File: src/rtl/ram_rmw_arbiter.sv
// Front end for a single-port-pair RAM: masked writes become read-modify-write,
// the RAM read port is shared round-robin between reads and RMW reads, and a whole-RAM clear is sequenced.
module ram_rmw_arbiter #(
    parameter int DataWidth = 8,
    parameter int DataDepth = 1024,
    parameter int AddrWidth = 10
) (
    input  logic                 clk,
    input  logic                 reset,
    input  logic                 wr_valid,
    output logic                 wr_ready,
    input  logic [AddrWidth-1:0] wr_addr,
    input  logic [DataWidth-1:0] wr_data,
    input  logic [DataWidth-1:0] wr_mask,
    input  logic                 rd_valid,
    output logic                 rd_ready,
    input  logic [AddrWidth-1:0] rd_addr,
    output logic                 rd_data_valid,
    output logic [DataWidth-1:0] rd_data,
    input  logic                 clear_start,
    input  logic [DataWidth-1:0] clear_value,
    output logic                 clear_done,
    output logic                 busy,
    output logic                 ram_write_en,
    output logic [AddrWidth-1:0] ram_write_addr,
    output logic [DataWidth-1:0] ram_write_data,
    output logic                 ram_read_en,
    output logic [AddrWidth-1:0] ram_read_addr,
    input  logic [DataWidth-1:0] ram_read_data
);

    typedef enum logic [1:0] {IDLE, MERGE, CLEAR} state_e;

    // rr_last records which requester last used the RAM read port.
    localparam logic RR_READ  = 1'b0;
    localparam logic RR_WRITE = 1'b1;

    state_e               state_q, state_d;
    logic                 rr_last_q, rr_last_d;
    logic                 rd_pend_q, rd_pend_d;
    logic                 fwd_q, fwd_d;
    logic                 clear_done_q, clear_done_d;
    logic [DataWidth-1:0] rd_hold_q, rd_hold_d;
    logic [DataWidth-1:0] fwd_data_q, fwd_data_d;
    logic [AddrWidth-1:0] m_addr_q, m_addr_d;
    logic [DataWidth-1:0] m_data_q, m_data_d;
    logic [DataWidth-1:0] m_mask_q, m_mask_d;
    logic [AddrWidth-1:0] ptr_q, ptr_d;
    logic [DataWidth-1:0] clear_val_q, clear_val_d;
    logic                 wr_masked, wr_fire, rd_fire;

    assign wr_masked     = (wr_mask != '0);
    assign busy          = (state_q != IDLE);
    assign clear_done    = clear_done_q;
    assign rd_data_valid = rd_pend_q;
    assign rd_data       = rd_pend_q ? (fwd_q ? fwd_data_q : ram_read_data) : rd_hold_q;

    always_comb begin
        // NOTE: every output of this block gets a default first so no path can infer a latch.
        state_d        = state_q;
        rr_last_d      = rr_last_q;
        rd_pend_d      = 1'b0;
        fwd_d          = 1'b0;
        clear_done_d   = 1'b0;
        rd_hold_d      = rd_data;
        fwd_data_d     = fwd_data_q;
        m_addr_d       = m_addr_q;
        m_data_d       = m_data_q;
        m_mask_d       = m_mask_q;
        ptr_d          = ptr_q;
        clear_val_d    = clear_val_q;
        wr_ready       = 1'b0;
        rd_ready       = 1'b0;
        wr_fire        = 1'b0;
        rd_fire        = 1'b0;
        ram_write_en   = 1'b0;
        ram_write_addr = '0;
        ram_write_data = '0;
        ram_read_en    = 1'b0;
        ram_read_addr  = '0;

        if (!reset) begin
            unique case (state_q)
                IDLE: begin
                    if (clear_start) begin
                        clear_val_d = clear_value;
                        ptr_d       = '0;
                        state_d     = CLEAR;
                    end else begin
                        // Only a masked write contends with a read, for the RAM read port.
                        wr_ready = !wr_masked || !rd_valid || (rr_last_q == RR_READ);
                        rd_ready = !(wr_valid && wr_masked && (rr_last_q == RR_READ));
                        wr_fire  = wr_valid && wr_ready;
                        rd_fire  = rd_valid && rd_ready;
                        if (wr_fire && !wr_masked) begin
                            ram_write_en   = 1'b1;
                            ram_write_addr = wr_addr;
                            ram_write_data = wr_data;
                        end
                        if (wr_fire && wr_masked) begin
                            ram_read_en   = 1'b1;
                            ram_read_addr = wr_addr;
                            m_addr_d      = wr_addr;
                            m_data_d      = wr_data;
                            m_mask_d      = wr_mask;
                            rr_last_d     = RR_WRITE;
                            state_d       = MERGE;
                        end else if (rd_fire) begin
                            ram_read_en   = 1'b1;
                            ram_read_addr = rd_addr;
                            rd_pend_d     = 1'b1;
                            rr_last_d     = RR_READ;
                            // The RAM returns old data on a same-address collision, so forward the new word.
                            fwd_d         = wr_fire && !wr_masked && (wr_addr == rd_addr);
                            fwd_data_d    = wr_data;
                        end
                    end
                end
                MERGE: begin
                    ram_write_en   = 1'b1;
                    ram_write_addr = m_addr_q;
                    ram_write_data = (ram_read_data & m_mask_q) | (m_data_q & ~m_mask_q);
                    state_d        = IDLE;
                end
                CLEAR: begin
                    ram_write_en   = 1'b1;
                    ram_write_addr = ptr_q;
                    ram_write_data = clear_val_q;
                    ptr_d          = ptr_q + AddrWidth'(1);
                    if (ptr_q == AddrWidth'(DataDepth - 1)) begin
                        clear_done_d = 1'b1;
                        state_d      = IDLE;
                    end
                end
                default: state_d = IDLE;
            endcase
        end
    end

    // NOTE: sequential state uses non-blocking assignments only, so every flop samples pre-edge values.
    always_ff @(posedge clk) begin
        if (reset) begin
            state_q      <= IDLE;
            rr_last_q    <= RR_READ;
            rd_pend_q    <= 1'b0;
            fwd_q        <= 1'b0;
            clear_done_q <= 1'b0;
            rd_hold_q    <= '0;
        end else begin
            state_q      <= state_d;
            rr_last_q    <= rr_last_d;
            rd_pend_q    <= rd_pend_d;
            fwd_q        <= fwd_d;
            clear_done_q <= clear_done_d;
            rd_hold_q    <= rd_hold_d;
        end
    end

    // NOTE: datapath registers carry no reset; they are only consumed in states that first load them.
    always_ff @(posedge clk) begin
        fwd_data_q  <= fwd_data_d;
        m_addr_q    <= m_addr_d;
        m_data_q    <= m_data_d;
        m_mask_q    <= m_mask_d;
        ptr_q       <= ptr_d;
        clear_val_q <= clear_val_d;
    end

endmodule

File: config.mk
export PLATFORM = sky130hd
export DESIGN_NAME = ram_rmw_arbiter
export DESIGN_NICKNAME = d
export VERILOG_FILES = /design/src/rtl/ram_rmw_arbiter.sv
export SDC_FILE = /design/constraint.sdc
export NUM_CORES = 1
export LEC_CHECK = 0
export ABC_AREA = 1
export CAP_MARGIN = 20
export CORE_AREA = 2 2 106 108
export DETAILED_ROUTE_END_ITERATION = 7
export DIE_AREA = 0 0 108 110
export SETUP_SLACK_MARGIN = 0.1
export SKIP_LAST_GASP = 1
export SYNTH_ARGS = -nofsm -noshare
export SYNTH_HDL_FRONTEND = slang
export SYNTH_SLANG_ARGS = --single-unit
File: constraint.sdc
create_clock -name clk -period 3 [get_ports clk]
set_input_delay 0.75 -clock clk [delete_from_list [all_inputs] [get_ports clk]]
set_output_delay 0.75 -clock clk [all_outputs]
set_load 0.01 [all_outputs]
==> results.yml <==
synthesis:
  async_flop_share_pct: 0
  synth_cell_types: 36
  synthFlopType: "edfxtp_1"
  post_synth_and_or_nand_nor_area_fraction_pct: 21.05
  synth_compound_gate_area_share_pct: 15.16
  yosys_warnings: 0
  post_synth_xor_area_fraction_pct: 1.428
  synth_adder_area_share_pct: 1.700
  netlist_instances: 414
  synth_edf_count: 52
  post_synth_mux_area_share_pct: 0
  syn_area_sq_mm: 0.003680
  synth_nets: 476
  largest_family_of_logic_cells_by_synthesized_area: "simple AND/OR/NAND/NOR gates"
  synthesis.area_per_instance_sq_um: 8.888
  yosysSeqAreaShare_pct: 50.05
  synth.ff_latch_count: 66
clock_network:
  clk_pin_slew_worst_paths_ps: 70
  clock_tree.root_cell: "clkbuf_8"
  insertion_delay_ps: 340
  cts_tree: "built"
  buffer_depth_of_the_longest_clock_path: 2
  h_tree_lvl_count: 3
  tritoncts_sink_count: 66
  number_of_buffers_created_by_cts: 9
  cts_hold_repair.buffers: 0
timing:
  slew_violations: 0
  pin_slew_with_the_least_headroom_to_its_limit_ps: 604.9
  period_utilization_pct: 94.18
  min_period_ps: 2825
  setup_slack_ps: 174.6
  setup_repair_after_global_routing_missed_its_margin: "no"
  maxClockFrequency_mhz: 353.9
  final_hold_viol_count: 0
  slew_headroom_pct: 59.62
  finalClockSkew_ps: 8.179
  setup_violations: 0
cells_and_area:
  drive_above_1_share_pct: 26.73
  finalNonFillerCells: 690
  antenna_cells: 0
  area_delta_synth_final_pct: 44.37
  n_fill_cell: 1033
  finalNetCount: 607
run_status:
  run_status: "finished clean"
critical_path:
  worstPathMaxFanout: 5
  cp.required_ps: 2250
  timing.critical_path.cells: "clkdlybuf4s50_1 > nand2_2 > nand4_1 > clkbuf_16 > a21oi_2 > buf_2"
  worstSetupStartpoint: "rd_valid"
  critical_path_class: "input port to primary output"
  timing.reg2reg.worst_path_depth: 8
  worst_ep_arrival_ps: 2080
  startpoint_type: "input port"
  critical_path_slowest_stage_cell: "clkdlybuf4s50_1"
  worst-path-buf-inv: 3
  critical-path-top-delay-family: "buffers and inverters"
  critPathCaptureType: "primary output"
  cp.depth: 6
  critical_path.endpoint: "ram_read_addr[8]"
  worstReg2RegStart: "state_q[0]$_SDFFE_PP0P_"
  minimum_setup_slack_among_reg_to_reg_paths_ps: 1090
  timing.critical_path.slowest_cell_delay_ps: 430
  rr_endpoint: "m_data_q[0]$_DFFE_PP_"
route:
  firstDrtPassIters: 4
  drc: 0
  wl_per_cell_um: 15.32
  routed-via-count: 3314
  postRouteWirelength_um: 10570
  vias_per_cell: 4.803
  initialDrtViolationCount: 199
  detail-route-antenna-nets: 0
floorplanning:
  chipWidth_um: 108
  placeableCoreArea_sq_mm: 0.01070
  die_y_um: 110
  initial_core_util_pct: 34.40
  floorplan.io_pins: 100
  num_rows: 38
  die-area_sq_mm: 0.01188
worst_hold_path:
  hold_depth: 2
  hold_start: "rr_last_q$_SDFFE_PP0P_"
  timing.hold.worst.class: "flip-flop to flip-flop"
global_routing:
  grt_pass1_wl_um: 16330
  grt_max_degree: 27
  grt_usage_pct: 18.08
  globalRouteOverflowTotal: 0
  first_global_vias: 3170
  antenna_violations_before_repair: 0
placed_design:
  place_hpwl_um: 7773
  numPortBuffers: 99
  placement.setup.worst_slack_ps: -470.9
  place_inst: 668
  last_weighted_congestion_value_of_the_routability_driven_placer: 0.8459
power_and_ir_drop:
  power-per-cell-area_mw_per_mm2: 445.7
  power.total_mw: 2.368
  static-leakage-power_nw: 2.181
  irDropWorstVdd_v: 0.0001947
run:
  max_cap_violations: 0
[cells in the mapped netlist (5+ instances only)]
library cell / n / area [sq um]
nand4_1: 29 / 181.4
o21ai_1: 10 / 50.05
buf_2: 12 / 60.06
a22oi_1: 5 / 37.54
inv_2: 11 / 41.29
edfxtp_1: 52 / 1562
o21ai_2: 9 / 78.83
o21ai_0: 17 / 85.08
nor2_1: 41 / 153.9
inv_1: 58 / 217.7
ha_1: 5 / 62.56
a21oi_2: 18 / 157.7
dfxtp_1: 14 / 280.3
nand2_1: 68 / 255.2
a21oi_1: 24 / 120.1
[layer usage]
metal	GRT usage, %	share of wire, %	vias to the layer above
li1	-	-	1655
met1	24.89	45	1547
met2	28.44	47	101
met3	3.292	6.5	11
met4	6.960	1.4	0
met5	0	0	-
[cell usage in the layout, fill, tap and decap left out, types with 2 or more instances in the layout]
cell type and n:
clkbuf_2 3, nor3_1 2, nor3_2 2, edfxtp_1 52, nor2_1 35, nand3_1 3, a21oi_2 23, clkinv_2 3
xor2_1 2, nand2_1 65, o21ai_1 10, nand2_2 6, o21a_1 2, buf_4 28, inv_1 57, o21ai_0 17
dlygate4sd2_1 8, clkdlybuf4s15_2 7, clkbuf_8 10, dlymetal6s2s_1 7, buf_12 6, ha_1 5, nor2_4 4, buf_6 5
a21oi_1 19, clkdlybuf4s15_1 13, nor2_2 7, o21ai_2 9, inv_2 11, buf_2 13, a22oi_1 5, dfxtp_1 14
xnor2_1 4, nand4_1 29, nand3_4 3, clkdlybuf4s50_1 48
[worst min path at each step]
| stage | end | slack, ps |
|---|---|---|
| final | rr_last_q$_SDFFE_PP0P_ | 500 |
| after global routing | rr_last_q$_SDFFE_PP0P_ | 500 |
| after CTS | rr_last_q$_SDFFE_PP0P_ | 490 |
| after detailed placement | rr_last_q$_SDFFE_PP0P_ | 480 |
| after global placement | rr_last_q$_SDFFE_PP0P_ | 460 |
| after floorplan | rr_last_q$_SDFFE_PP0P_ | 450 |
[cell families after synthesis]
| logic type | count (synthesis) |
|---|---|
| AO/OA/AOI/OAI | 87 |
| buffers and inverters | 90 |
| XOR/XNOR | 6 |
| flip-flops | 66 |
| adder cells (fa/ha/maj) | 5 |
| AND/OR/NAND/NOR | 160 |
[where the power goes]
group          switching [mW]  internal [mW]
Clock                   0.347          0.320
Sequential             0.0279           1.05
Combinational           0.345          0.279
Total                   0.719           1.65
[tightest hold or removal path: cells and delay by family (launching register included)]
family          cells  cell delay (ps)
simple gates        1               70
compound gates      1               50
flops               1              330
[sequential cells by signal, summed over array words and instances, names as in the netlist, 2 cells and up]
name and flops:
rd_hold_q 8, ptr_q 10, m_data_q 8, clear_val_q 8, state_q 2, m_addr_q 10, fwd_data_q 8, m_mask_q 8
[per-stage QoR]
stage	TNS [ps]	util [%]	hold WS, ps	cell area [sq um]
final	0	49.66	496.6	5313
after global routing	0	49.66	503.0	5313
after CTS	0	49.24	487.2	5268
after detailed placement	-13180	47.03	476.5	5031
after global placement	-12980	47.03	460.5	5031
after floorplan	0	-	448.7	3680
[repair_timing]
item,in CTS,in global routing
setup endpoints to repair,34,35
endpoints found under the hold margin,0,0
gates cloned,1,1
gates resized for setup,126,22
pin swaps,7,8
setup buffers,4,0
[cell type report]
cell class | instances | area [sq um] | area share [%]
flip-flops and latches | 66 | 1842 | 34.67
multi-input cells | 259 | 1519 | 28.59
repair buffers | 139 | 1339 | 25.20
inverters | 70 | 265.3 | 4.993
well taps | 140 | 175.2 | 3.297
clock buffers | 11 | 141.4 | 2.661
clock inverters | 5 | 31.28 | 0.5888
Power figures use the tool's default switching activity.
